## src/rtl/goomba_ctrl.sv

```systemverilog
// goomba_ctrl
// Sequences one goomba through IDLE -> WALK -> SQUISH -> IDLE and produces a
// registered per-pixel sprite ROM address for the shared 21x21 goomba art.
//
// Ports:
//   Clk, Reset            clock, synchronous active-high reset
//   frame_tick            one-cycle pulse per video frame
//   spawn, spawn_x/_y     start a goomba at the given top-left position
//   stomp                 Mario landed on this goomba
//   DrawX, DrawY          current VGA pixel
//   read_address          registered sprite ROM address (row-major, 0..440)
//   sprite_sel            registered: 0 none, 1 walk A, 2 walk B, 3 squished
//   in_sprite             registered: pixel lies inside an active goomba
//   goomba_x, goomba_y    current top-left position
//   state                 0 IDLE, 1 WALK, 2 SQUISH
//   active                state != IDLE
module goomba_ctrl #(
    parameter int SPRITE_W      = 21,
    parameter int SPRITE_H      = 21,
    parameter int X_MIN         = 0,
    parameter int X_MAX         = 619,
    parameter int SPEED         = 1,
    parameter int SQUISH_FRAMES = 30,
    parameter int ANIM_FRAMES   = 8
) (
    input  logic       Clk,
    input  logic       Reset,
    input  logic       frame_tick,
    input  logic       spawn,
    input  logic [9:0] spawn_x,
    input  logic [9:0] spawn_y,
    input  logic       stomp,
    input  logic [9:0] DrawX,
    input  logic [9:0] DrawY,
    output logic [8:0] read_address,
    output logic [1:0] sprite_sel,
    output logic       in_sprite,
    output logic [9:0] goomba_x,
    output logic [9:0] goomba_y,
    output logic [1:0] state,
    output logic       active
);

    typedef enum logic [1:0] {
        S_IDLE   = 2'd0,
        S_WALK   = 2'd1,
        S_SQUISH = 2'd2
    } state_t;

    state_t     state_q, state_d;
    logic       dir_right;     // 0 = moving left (ROM art orientation)
    logic       anim_bit;
    logic [7:0] anim_cnt;
    logic [7:0] squish_cnt;

    // Pixel-path combinational results, registered below.
    logic signed [10:0] rx, ry;
    logic               hit;
    logic [4:0]         col;     // sprite is at most 32 pixels wide
    logic [8:0]         addr_d;
    logic [1:0]         sel_d;

    // Movement candidates, one bit wider than position so edges never wrap.
    logic [10:0] x_left, x_right;

    // ---------------------------------------------------------------- FSM
    always_ff @(posedge Clk) begin
        // NOTE: sequential state uses non-blocking assignment so every
        // register samples pre-edge values regardless of statement order.
        if (Reset) state_q <= S_IDLE;
        else       state_q <= state_d;
    end

    always_comb begin
        // NOTE: default assignment first so no path leaves state_d unassigned
        // and no latch is inferred.
        state_d = state_q;
        unique case (state_q)
            S_IDLE:   if (spawn) state_d = S_WALK;
            S_WALK:   if (stomp) state_d = S_SQUISH;
            S_SQUISH: if (frame_tick && squish_cnt == 8'd1) state_d = S_IDLE;
            default:  state_d = S_IDLE;
        endcase
    end

    always_comb begin
        state  = state_q;
        active = (state_q != S_IDLE);

        rx  = signed'({1'b0, DrawX}) - signed'({1'b0, goomba_x});
        ry  = signed'({1'b0, DrawY}) - signed'({1'b0, goomba_y});
        hit = active
              && rx >= 11'sd0 && rx < signed'(11'(SPRITE_W))
              && ry >= 11'sd0 && ry < signed'(11'(SPRITE_H));

        // Art faces left; only a right-walking goomba is mirrored.
        if (state_q == S_WALK && dir_right) col = 5'(SPRITE_W - 1) - rx[4:0];
        else                                col = rx[4:0];

        addr_d = 9'(ry[4:0]) * 9'(SPRITE_W) + 9'(col);
        sel_d  = (state_q == S_SQUISH) ? 2'd3 : ({1'b0, anim_bit} + 2'd1);

        if (!hit) begin
            addr_d = 9'd0;
            sel_d  = 2'd0;
        end
    end

    // ------------------------------------------------------- datapath
    always_comb begin
        x_left  = {1'b0, goomba_x} - 11'(SPEED);
        x_right = {1'b0, goomba_x} + 11'(SPEED);
    end

    always_ff @(posedge Clk) begin
        if (Reset) begin
            goomba_x     <= '0;
            goomba_y     <= '0;
            dir_right    <= 1'b0;
            anim_bit     <= 1'b0;
            anim_cnt     <= '0;
            squish_cnt   <= '0;
            read_address <= '0;
            sprite_sel   <= '0;
            in_sprite    <= 1'b0;
        end else begin
            read_address <= addr_d;
            sprite_sel   <= sel_d;
            in_sprite    <= hit;

            unique case (state_q)
                S_IDLE: begin
                    if (spawn) begin
                        goomba_x  <= spawn_x;
                        goomba_y  <= spawn_y;
                        dir_right <= 1'b0;
                        anim_bit  <= 1'b0;
                        anim_cnt  <= '0;
                    end
                end
                S_WALK: begin
                    // Stomp wins over a coincident frame tick: no movement.
                    if (stomp) begin
                        squish_cnt <= 8'(SQUISH_FRAMES);
                    end else if (frame_tick) begin
                        if (!dir_right) begin
                            // Signed compare catches x - SPEED going negative.
                            if ($signed(x_left) < $signed(11'(X_MIN))) begin
                                goomba_x  <= 10'(X_MIN);
                                dir_right <= 1'b1;
                            end else begin
                                goomba_x  <= x_left[9:0];
                            end
                        end else begin
                            if (x_right > 11'(X_MAX)) begin
                                goomba_x  <= 10'(X_MAX);
                                dir_right <= 1'b0;
                            end else begin
                                goomba_x  <= x_right[9:0];
                            end
                        end

                        if (anim_cnt == 8'(ANIM_FRAMES - 1)) begin
                            anim_cnt <= '0;
                            anim_bit <= ~anim_bit;
                        end else begin
                            anim_cnt <= anim_cnt + 8'd1;
                        end
                    end
                end
                S_SQUISH: begin
                    if (frame_tick) squish_cnt <= squish_cnt - 8'd1;
                end
                default: ;
            endcase
        end
    end

endmodule
```

## config.mk

```make
export PLATFORM = sky130hd
export DESIGN_NAME = goomba_ctrl
export DESIGN_NICKNAME = d
export VERILOG_FILES = /design/src/rtl/goomba_ctrl.sv
export SDC_FILE = /design/constraint.sdc
export NUM_CORES = 1
export LEC_CHECK = 0
export CAP_MARGIN = 30
export CORE_ASPECT_RATIO = 1.5
export CORE_MARGIN = 1.5
export CORE_UTILIZATION = 45
export CTS_CLUSTER_SIZE = 16
export DETAILED_ROUTE_END_ITERATION = 6
export PLACE_DENSITY_LB_ADDON = 0.3
export SLEW_MARGIN = 15
export SYNTH_ARGS = -nofsm -noshare
export SYNTH_HDL_FRONTEND = slang
export SYNTH_SLANG_ARGS = --single-unit
```

## constraint.sdc

```tcl
create_clock -name Clk -period 4.3 [get_ports Clk]
set_clock_uncertainty 0.05 [all_clocks]
set_input_delay 0.86 -clock Clk [delete_from_list [all_inputs] [get_ports Clk]]
set_output_delay 0.86 -clock Clk [all_outputs]
set_load 0.01 [all_outputs]
```

==> results.tsv, run 1 <==
stage	metric	value	unit
timing	slew margin rel.	43.6	%
routing	Detail Route Antenna Nets	0	
timing	setup slack after layout	-0.00997	ns
setup_path	CP required	4.43	ns
floorplan	Initial Utilization	46.2	%
timing	RSZ-0062 raised after global routing	yes	
setup_path	CP Launch Type	input port	
synth	Synth Area in Compound Gates	19.8	%
synth	commonest cells in the synthesized netlist	nand2_1, dfxtp_1, ha_1	
synth	post-synth top area cell	dfxtp_1	
global_route	GRT Total Usage	23.7	%
clock_network	CTS H-tree lvls	2	
timing	Final Hold Fails	0	
setup_path	critical path type	in2reg	
place	I/O Buffers	79	
floorplan	row count	44	
run_status	failing checks	setup timing	
synth	most numerous cell in the Yosys netlist	nand2_1	
clock_network	clock buffer depth	2	
final_layout	Area Growth Syn to Fin	39.0	%
synth	Synth Register Bits	52	
final_layout	ant diodes	0	
place	RePlAce Congestion	0.946	
clock_network	CTS Buf Count	5	
clock_network	clk_lat worst skew	0.30	ns
setup_path	WP data arrival	4.44	ns
hold_path	Worst Hold Depth	2	
setup_path	critical path capture point type	flip-flop	
synth	XOR/XNOR share of the synthesized area	7.48	%
synth	Post-Syn Nets	665	
routing	WL final	12.8	mm
final_layout	Multi-input gate area	3410	µm²
synth	post-synth cell types	74	
final_layout	Finished Cell Area	6190	µm²
routing	WL per Instance	15.9	µm
synth	largest family of logic cells by synthesized area	simple AND/OR/NAND/NOR gates	
timing	Setup-failing EPs final	1	
power	P per Cell Area	392	nW/µm²
synth	Synth async-reset ratio	0	%
hold_path	Hold Crit Endpoint	goomba_y[5]$_SDFFE_PP0P_	
final_layout	final net count	789	
routing	Via Count	4615	
setup_path	FF-to-FF setup slack	0.28	ns
floorplan	die width	84.2	µm
synth	number of enable flip-flop cells after synthesis	0	
final_layout	Sequential cell area	1040	µm²
timing	worst-margin pin slew	0.847	ns
power	leakage power	2.54	nW
place	pre-CTS worst setup slack	-0.620	ns
setup_path	reg2reg start	goomba_x[0]$_SDFFE_PP0P_	
global_route	largest net degree at the start of global routing	40	
setup_path	R2R depth	16	
final_layout	fin util	64.2	%
timing	setup TNS	-0.00997	ns
power	PnR Total Power	2.43	mW
global_route	global route overflow	0	
floorplan	I/O pin total	80	
synth	Area contributors post-synth	dfxtp_1, ha_1, a21oi_1	
synth	post-synthesis cell count	563	
synth	mapped cell area	4450	µm²
timing	Pins Over Slew Limit	0	
run	Max-cap violations	0	
final_layout	final cell count without fillers	803	
synth	post-synthesis mux area share	0.927	%
floorplan	Die Height	125	µm
timing	fmax	232	MHz
routing	first-iteration detailed-routing DRC count	220	
final_layout	fillcell total	804	
global_route	vias in the first global route	4597	
hold_path	Min-Delay Startpoint	goomba_y[5]$_SDFFE_PP0P_	
hold_path	Hold Crit Class	reg2reg	
routing	# DRC	0	
place	Post-DP Area	5610	µm²
synth	Mean Syn Cell Area	7.91	µm²
run_status	status	finished, violations left	
routing	First-pass DRT Iterations	5	
floorplan	full die area	10500	µm²
timing	Period minus WS final	4.31	ns
synth	adder-cell share of the synthesized area	17.0	%
global_route	first-pass GRT wire length	20.8	mm
clock_network	root buf cell	clkbuf_16	
place	Detailed Place HPWL	9.33	mm
floorplan	Core Footprint	9630	µm²
clock_network	CTS tree	done	
timing	final worst path period share	100	%
place	DP Cell Count	772	
routing	Via density	5.75	
synth	Syn. warnings	0	
synth	Most used DFF post-synth	dfxtp_1	
timing	WHS	0.437	ns
setup_path	CP Max Fanout	4	
final_layout	share of layout cells above drive strength 1	19.6	%
clock_network	CTS sink cnt	52	
synth	Post-Synth Simple-Gate Area	24.6	%
synth	top cell type's share of synthesized area	23.4	%
global_route	initial antenna violation count	0	
synth	sequential element share of the synthesized area	23.4	%
power	Max IR drop VDD	0.000533	V
clock_network	Reg clk slew, reported paths	0.07	ns
setup_path	Critical R2R Capture	read_address[7]$_SDFF_PP0_	
## final cells by class
cell class | count | area share (%)
multi-input cells | 439 | 55.0
repair buffers | 141 | 20.5
flip-flops and latches | 52 | 16.8
inverters | 48 | 2.95
well taps | 115 | 2.33
clock buffers | 5 | 2.02
clock inverters | 3 | 0.364
## state kept, by name (all words and copies together), names as in the netlist
register      cells
squish_cnt        8
dir_right         1
anim_bit          1
sprite_sel        2
goomba_y         10
anim_cnt          8
state             2
read_address      9
goomba_x         10
in_sprite         1
## per-layer routing
metal | vias to the layer above | wire length (µm) | part of all wire [%] | GRT usage (%)
met4 | 0 | 337 | 2.6 | 9.45
met5 | - | 0 | 0 | 0
met3 | 23 | 529 | 4.1 | 2.32
li1 | 2253 | - | - | -
met2 | 150 | 7080 | 55 | 45.4
met1 | 2189 | 4810 | 38 | 26.1
## cells in the final DEF (no fill, tap or decap), types with 7 or more instances in the layout
master,count
nor3_1,22
clkdlybuf4s50_1,73
ha_1,37
xnor2_1,20
xor2_1,12
nand2b_1,10
buf_4,59
inv_1,43
nor2_1,44
and3_1,10
a21oi_1,39
ha_4,10
nand3_1,11
o21ai_0,28
nand4_1,9
nand2_1,53
dfxtp_1,52
nor4_1,7
## what timing repair did
| item | 4_1_cts | 5_1_grt |
|---|---|---|
| gates cloned | 0 | 1 |
| endpoints found under the setup margin | 5 | 12 |
| resized for setup | 27 | 29 |
| setup buffers | 16 | 6 |
| hold buffers | 0 | 0 |
| pin swaps | 27 | 38 |
## critical path: stages
cell and delay [ns]:
clkdlybuf4s50_1 0.48, ha_2 0.31, o21a_1 0.20, o31a_2 0.13
a21oi_4 0.16, xor2_2 0.21, ha_4 0.24, ha_4 0.26
inv_2 0.03, fa_1 0.51, inv_2 0.05, ha_4 0.24
a21o_1 0.19, a21o_1 0.16, a21oi_2 0.15, xnor2_1 0.08
and3_1 0.17
## cells by family after synthesis
family | after synthesis
AND/OR/NAND/NOR | 206
AO/OA/AOI/OAI | 134
buffers and inverters | 72
adder cells (fa/ha/maj) | 57
flip-flops | 52
XOR/XNOR | 38
multiplexers | 4
## where the power goes
part           internal, mW  switching (mW)
logic                 0.774           0.704
clock network         0.218           0.192
registers             0.509          0.0308
## worst max path at each step
stage	startpoint	end	slack, ns	cells past startpoint
after floorplan	DrawX[0]	read_address[7]$_SDFF_PP0_	0.02	18
after global placement	DrawX[0]	read_address[7]$_SDFF_PP0_	-0.56	19
after detailed placement	DrawX[0]	read_address[7]$_SDFF_PP0_	-0.62	18
after CTS	DrawY[2]	read_address[1]$_SDFF_PP0_	-0.002	20
after global routing	DrawX[0]	read_address[7]$_SDFF_PP0_	-0.13	18
final	DrawX[3]	read_address[7]$_SDFF_PP0_	-0.01	17
Power figures use the tool's default switching activity.
==> inputs of run 2 (changes only) <==
--- a/config.mk
+++ b/config.mk
@@ -11,8 +11,8 @@
 export CORE_UTILIZATION = 45
 export CTS_CLUSTER_SIZE = 16
 export DETAILED_ROUTE_END_ITERATION = 6
+export GPL_ROUTABILITY_DRIVEN = 0
 export PLACE_DENSITY_LB_ADDON = 0.3
-export SLEW_MARGIN = 15
 export SYNTH_ARGS = -nofsm -noshare
 export SYNTH_HDL_FRONTEND = slang
 export SYNTH_SLANG_ARGS = --single-unit
==> results.tsv, run 2 (same netlist as run 1, synthesis figures left out) <==
stage	metric	value	unit
routing	metal2 WL	6.70	mm
floorplan	die width	84.2	µm
clock_network	root buf cell	clkbuf_16	
timing	setup TNS	-0.00683	ns
clock_network	CTS Buf Count	5	
timing	setup slack after layout	-0.00683	ns
routing	top sig layer	met4	
clock_network	CTS H-tree lvls	2	
final_layout	Top Registers	goomba_x: 10 flops, goomba_y: 10 flops, read_address: 9 flops	
timing	Setup-failing EPs final	1	
setup_path	critical path capture point type	flip-flop	
floorplan	Die Height	125	µm
hold_path	Hold Crit Endpoint	goomba_y[7]$_SDFFE_PP0P_	
floorplan	Core Footprint	9630	µm²
power	P per Cell Area	397	nW/µm²
final_layout	fillcell total	828	
global_route	first-pass GRT wire length	20.4	mm
global_route	global route overflow	0	
setup_path	reg2reg start	goomba_x[1]$_SDFFE_PP0P_	
timing	slew margin rel.	37.1	%
power	leakage power	2.43	nW
setup_path	CP required	4.44	ns
floorplan	full die area	10500	µm²
run	Max-cap violations	0	
setup_path	crit path cell chain	buf_6 -> inv_4 -> ha_4 -> fa_2 -> ha_4 -> nor2_4 -> nor3_2 -> xor2_1 -> ha_4 -> ha_4 -> inv_2 -> fa_1 -> inv_2 -> ha_4 -> a21o_1 -> a21oi_2 -> o21ai_2 -> xnor2_1 -> and3_1	
setup_path	Crit-path slowest cell	fa_2	
setup_path	WP data arrival	4.45	ns
place	Detailed Place HPWL	9.37	mm
global_route	initial antenna violation count	0	
setup_path	CP Max Fanout	3	
timing	Final Hold Fails	0	
routing	M1 wire length	4.86	mm
clock_network	clk_lat worst skew	0.30	ns
routing	Via Count	4512	
timing	Period minus WS final	4.31	ns
run_status	status	finished, violations left	
clock_network	CTS tree	done	
final_layout	ant diodes	0	
clock_network	Reg clk slew, reported paths	0.07	ns
place	I/O Buffers	79	
final_layout	final cell count without fillers	787	
routing	WL per Instance	15.9	µm
timing	worst-margin pin slew	0.943	ns
run_status	failing checks	setup timing	
setup_path	Critical R2R Capture	read_address[7]$_SDFF_PP0_	
final_layout	final net count	773	
setup_path	Crit path largest cell delay	0.61	ns
floorplan	I/O pin total	80	
final_layout	most common cell after layout, fill and taps aside	clkdlybuf4s50_1	
hold_path	Worst Hold Depth	2	
final_layout	Sequential cell area	1040	µm²
timing	fmax	232	MHz
routing	WL final	12.5	mm
hold_path	Hold Crit Class	reg2reg	
clock_network	clock buffer depth	2	
power	Max IR drop VDD	0.000440	V
timing	RSZ-0062 raised after global routing	yes	
final_layout	Area Growth Syn to Fin	35.4	%
routing	First-pass DRT Iterations	4	
place	DP Cell Count	771	
setup_path	critical path type	in2reg	
global_route	largest net degree at the start of global routing	40	
global_route	GRT Total Usage	23.3	%
setup_path	crit-path most repeated cell	ha_4	
timing	WHS	0.425	ns
global_route	vias in the first global route	4522	
hold_path	Min-Delay Startpoint	goomba_y[7]$_SDFFE_PP0P_	
floorplan	row count	44	
setup_path	R2R depth	16	
routing	first-iteration detailed-routing DRC count	186	
floorplan	Initial Utilization	46.2	%
final_layout	share of layout cells above drive strength 1	17.3	%
routing	Via density	5.73	
routing	# DRC	0	
final_layout	fin util	62.6	%
setup_path	CP Launch Type	input port	
setup_path	FF-to-FF setup slack	0.28	ns
final_layout	Multi-input gate area	3380	µm²
clock_network	CTS sink cnt	52	
timing	Pins Over Slew Limit	0	
routing	met3 wire length	493	µm
timing	final worst path period share	100	%
power	PnR Total Power	2.40	mW
final_layout	commonest cells after routing, fill and taps aside	clkdlybuf4s50_1, nand2_1, dfxtp_1	
routing	Detail Route Antenna Nets	0	
==> run 2: cell types whose count changed in the layout (fill, tap and decap cells not counted), moves of 2 or more <==
cell | previous run | this run
and3_2 | 0 | 2
and3_4 | 2 | 0
buf_4 | 59 | 46
buf_6 | 4 | 1
clkdlybuf4s50_1 | 73 | 75
dlymetal6s2s_1 | 2 | 0
ha_2 | 4 | 1
ha_4 | 10 | 12
==> run 2: report_power, final <==
| group | internal, mW | switching (mW) | leakage [nW] |
|---|---|---|---|
| Combinational | 0.742 | 0.699 | 1.93 |
| Sequential | 0.508 | 0.0315 | 0.424 |
| Clock | 0.219 | 0.196 | 0.0742 |
| Total | 1.47 | 0.926 | 2.43 |
==> run 2: worst max path at each step <==
stage             start                         end  slack [ns]  cells past startpoint
6_report       DrawX[0]  read_address[8]$_SDFF_PP0_      -0.007                     19
5_1_grt        DrawX[0]  read_address[8]$_SDFF_PP0_       -0.16                     19
4_1_cts        DrawX[1]  read_address[7]$_SDFF_PP0_       0.004                     19
3_5_place_dp   DrawX[0]  read_address[8]$_SDFF_PP0_       -0.62                     19
3_3_place_gp   DrawX[0]  read_address[7]$_SDFF_PP0_       -0.56                     19
2_1_floorplan  DrawX[0]  read_address[7]$_SDFF_PP0_        0.02                     18
==> run 2: timing repair <==
item | 4_1_cts | 5_1_grt
setup buffers | 6 | 2
cloned | 0 | 0
hold buffers | 0 | 0
resized for setup | 34 | 9
endpoints found under the setup margin | 5 | 4
pin swaps | 28 | 23
==> run 2: cell type report <==
| type | count | share of cell area [%] |
|---|---|---|
| inverter | 48 | 3.03 |
| multi-input combinational | 439 | 56.0 |
| tap | 115 | 2.39 |
| sequential | 52 | 17.3 |
| clock inverter | 3 | 0.374 |
| clock buffer | 5 | 2.08 |
| timing repair buffer | 125 | 18.8 |
==> run 2: worst max-delay path, delay by kind of cell <==
| kind | cells | cell delay (ns) |
|---|---|---|
| buf+inv | 4 | 0.18 |
| fa+ha+maj | 7 | 2.14 |
| xor+xnor | 2 | 0.39 |
| simple gates | 3 | 0.41 |
| compound gates | 3 | 0.47 |
==> run 2: through the flow <==
stage | area [µm²] | worst slack, ns
after floorplan | 4500 | 0.0214
after global placement | 5600 | -0.558
after detailed placement | 5600 | -0.622
after CTS | 5980 | 0.00414
after global routing | 6030 | -0.160
final | 6030 | -0.00683
==> run 2: layer usage <==
metal | track usage (%) | vias up
li1 | - | 2213
met1 | 25.1 | 2120
met2 | 44.2 | 137
met3 | 2.92 | 42
met4 | 10.2 | 0
met5 | 0 | -
==> inputs of run 3 (changes only) <==
--- a/config.mk
+++ b/config.mk
@@ -6,7 +6,7 @@
 export NUM_CORES = 1
 export LEC_CHECK = 0
 export CAP_MARGIN = 30
-export CORE_ASPECT_RATIO = 1.5
+export CORE_ASPECT_RATIO = 1.2
 export CORE_MARGIN = 1.5
 export CORE_UTILIZATION = 45
 export CTS_CLUSTER_SIZE = 16
==> results.tsv, run 3 (same netlist as run 1, synthesis figures left out) <==
stage	metric	value	unit
run_status	status	completed	
timing	fmax	235	MHz
setup_path	crit path cell chain	buf_6 -> inv_2 -> ha_4 -> fa_2 -> xor2_2 -> a21oi_2 -> nand3_1 -> xnor2_1 -> ha_1 -> ha_4 -> fa_1 -> buf_4 -> fa_2 -> a21o_1 -> a21oi_2 -> o21ai_2 -> xnor2_1 -> and3_1	
setup_path	top cell family by delay on the critical path	adder cells	
floorplan	Die Height	112	µm
clock_network	CTS tree	done	
setup_path	critical path type	in2reg	
setup_path	critical path capture point type	flip-flop	
clock_network	CTS H-tree lvls	2	
timing	setup TNS	0	ns
setup_path	Crit path largest cell delay	0.42	ns
routing	# DRC	0	
hold_path	Hold Crit Class	reg2reg	
floorplan	die width	93.8	µm
final_layout	Finished Cell Area	6090	µm²
routing	Detail Route Antenna Nets	0	
clock_network	cts hold-fix bufs	0	
timing	worst-margin pin slew	0.785	ns
power	Max IR drop VDD	0.000272	V
global_route	global route overflow	0	
routing	WL per Instance	15.7	µm
global_route	GRT Total Usage	23.6	%
setup_path	CP required	4.44	ns
floorplan	row count	39	
timing	Period minus WS final	4.25	ns
power	P per Cell Area	392	nW/µm²
routing	WL final	12.6	mm
timing	slew margin rel.	47.7	%
floorplan	full die area	10500	µm²
final_layout	share of layout cells above drive strength 1	18.4	%
final_layout	commonest cells after routing, fill and taps aside	clkdlybuf4s50_1, buf_4, nand2_1	
global_route	initial antenna violation count	0	
clock_network	CTS Buf Count	5	
setup_path	Crit-path slowest cell	fa_2	
setup_path	CP Max Fanout	2	
final_layout	ant diodes	0	
routing	first-iteration detailed-routing DRC count	234	
setup_path	CP Launch Type	input port	
place	Post-DP Area	5590	µm²
setup_path	crit path from	DrawX[0]	
global_route	largest net degree at the start of global routing	40	
setup_path	CP bufs+invs	3	
run	Max-cap violations	0	
timing	Setup-failing EPs final	0	
power	PnR Total Power	2.39	mW
place	Detailed Place HPWL	9.11	mm
timing	Final Hold Fails	0	
final_layout	Top Registers	goomba_x: 10 flops, goomba_y: 10 flops, read_address: 9 flops	
global_route	vias in the first global route	4427	
final_layout	Area Growth Syn to Fin	36.7	%
routing	Via density	5.70	
place	pre-CTS worst setup slack	-0.632	ns
floorplan	Core Footprint	9560	µm²
final_layout	fin util	63.6	%
timing	Pins Over Slew Limit	0	
timing	setup slack after layout	0.0530	ns
power	leakage power	2.51	nW
final_layout	fillcell total	828	
floorplan	Initial Utilization	46.5	%
routing	First-pass DRT Iterations	5	
global_route	first-pass GRT wire length	20.1	mm
setup_path	WP data arrival	4.39	ns
clock_network	clk_lat worst skew	0.30	ns
place	I/O Buffers	79	
hold_path	Min-Delay Startpoint	goomba_y[5]$_SDFFE_PP0P_	
timing	RSZ-0062 raised after global routing	yes	
floorplan	I/O pin total	80	
clock_network	CTS sink cnt	52	
clock_network	clock buffer depth	2	
timing	final worst path period share	98.8	%
routing	Via Count	4593	
final_layout	final net count	784	
clock_network	Reg clk slew, reported paths	0.07	ns
clock_network	root buf cell	clkbuf_16	
setup_path	reg2reg start	goomba_x[0]$_SDFFE_PP0P_	
final_layout	most common cell after layout, fill and taps aside	clkdlybuf4s50_1	
[run 3: final timing paths]
path | to | slack (ns) | depth (start not counted)
setup reg to reg | read_address[8]$_SDFF_PP0_ | 0.34 | 16
hold reg to reg | goomba_y[5]$_SDFFE_PP0P_ | 0.43 | 2
setup / recovery | read_address[8]$_SDFF_PP0_ | 0.05 | 18
hold / removal | goomba_y[5]$_SDFFE_PP0P_ | 0.43 | 2
[run 3: worst register-to-register path, stage by stage (launching register included)]
cell and delay [ns]:
dfxtp_1 0.35, ha_4 0.18, fa_2 0.42, xor2_2 0.20
a21oi_2 0.13, nand3_1 0.10, xnor2_1 0.14, ha_1 0.33
ha_4 0.29, fa_1 0.42, buf_4 0.16, fa_2 0.39
a21o_1 0.18, a21oi_2 0.17, o21ai_2 0.09, xnor2_1 0.13
and3_1 0.14
[run 3: what timing repair did]
action                     CTS  global route
buffers inserted            19             3
setup endpoints to repair    5             8
pin swaps                   28            30
gates resized for setup     23            19
[run 3: cell type report]
| class | count | area [µm²] | share of cell area (%) |
|---|---|---|---|
| clock inverters | 3 | 28.8 | 0.473 |
| clock buffers | 5 | 125 | 2.06 |
| well taps | 123 | 154 | 2.53 |
| inverters | 48 | 180 | 2.96 |
| multi-input cells | 439 | 3330 | 54.8 |
| repair buffers | 136 | 1220 | 20.1 |
| flip-flops and latches | 52 | 1040 | 17.1 |
[run 3: power breakdown]
part           switching (mW)  internal (mW)  leakage [nW]
Clock                   0.209          0.225        0.0767
Sequential             0.0324          0.508         0.424
Combinational           0.685          0.728          2.01
Total                   0.926           1.46          2.51
[run 3: stage by stage]
stage                     std cells  hold WS (ns)
after floorplan                 563         0.404
after global placement          776         0.412
after detailed placement        776         0.417
after CTS                       803         0.427
after global routing            806         0.444
final                           806         0.428
[run 3: per-layer routing]
metal	routed length, µm	GRT usage, %	vias to the layer above
met5	0	0	-
met4	286	7.66	0
met3	485	3.48	29
met2	6760	43.2	133
met1	5110	27.6	2191
li1	-	-	2240
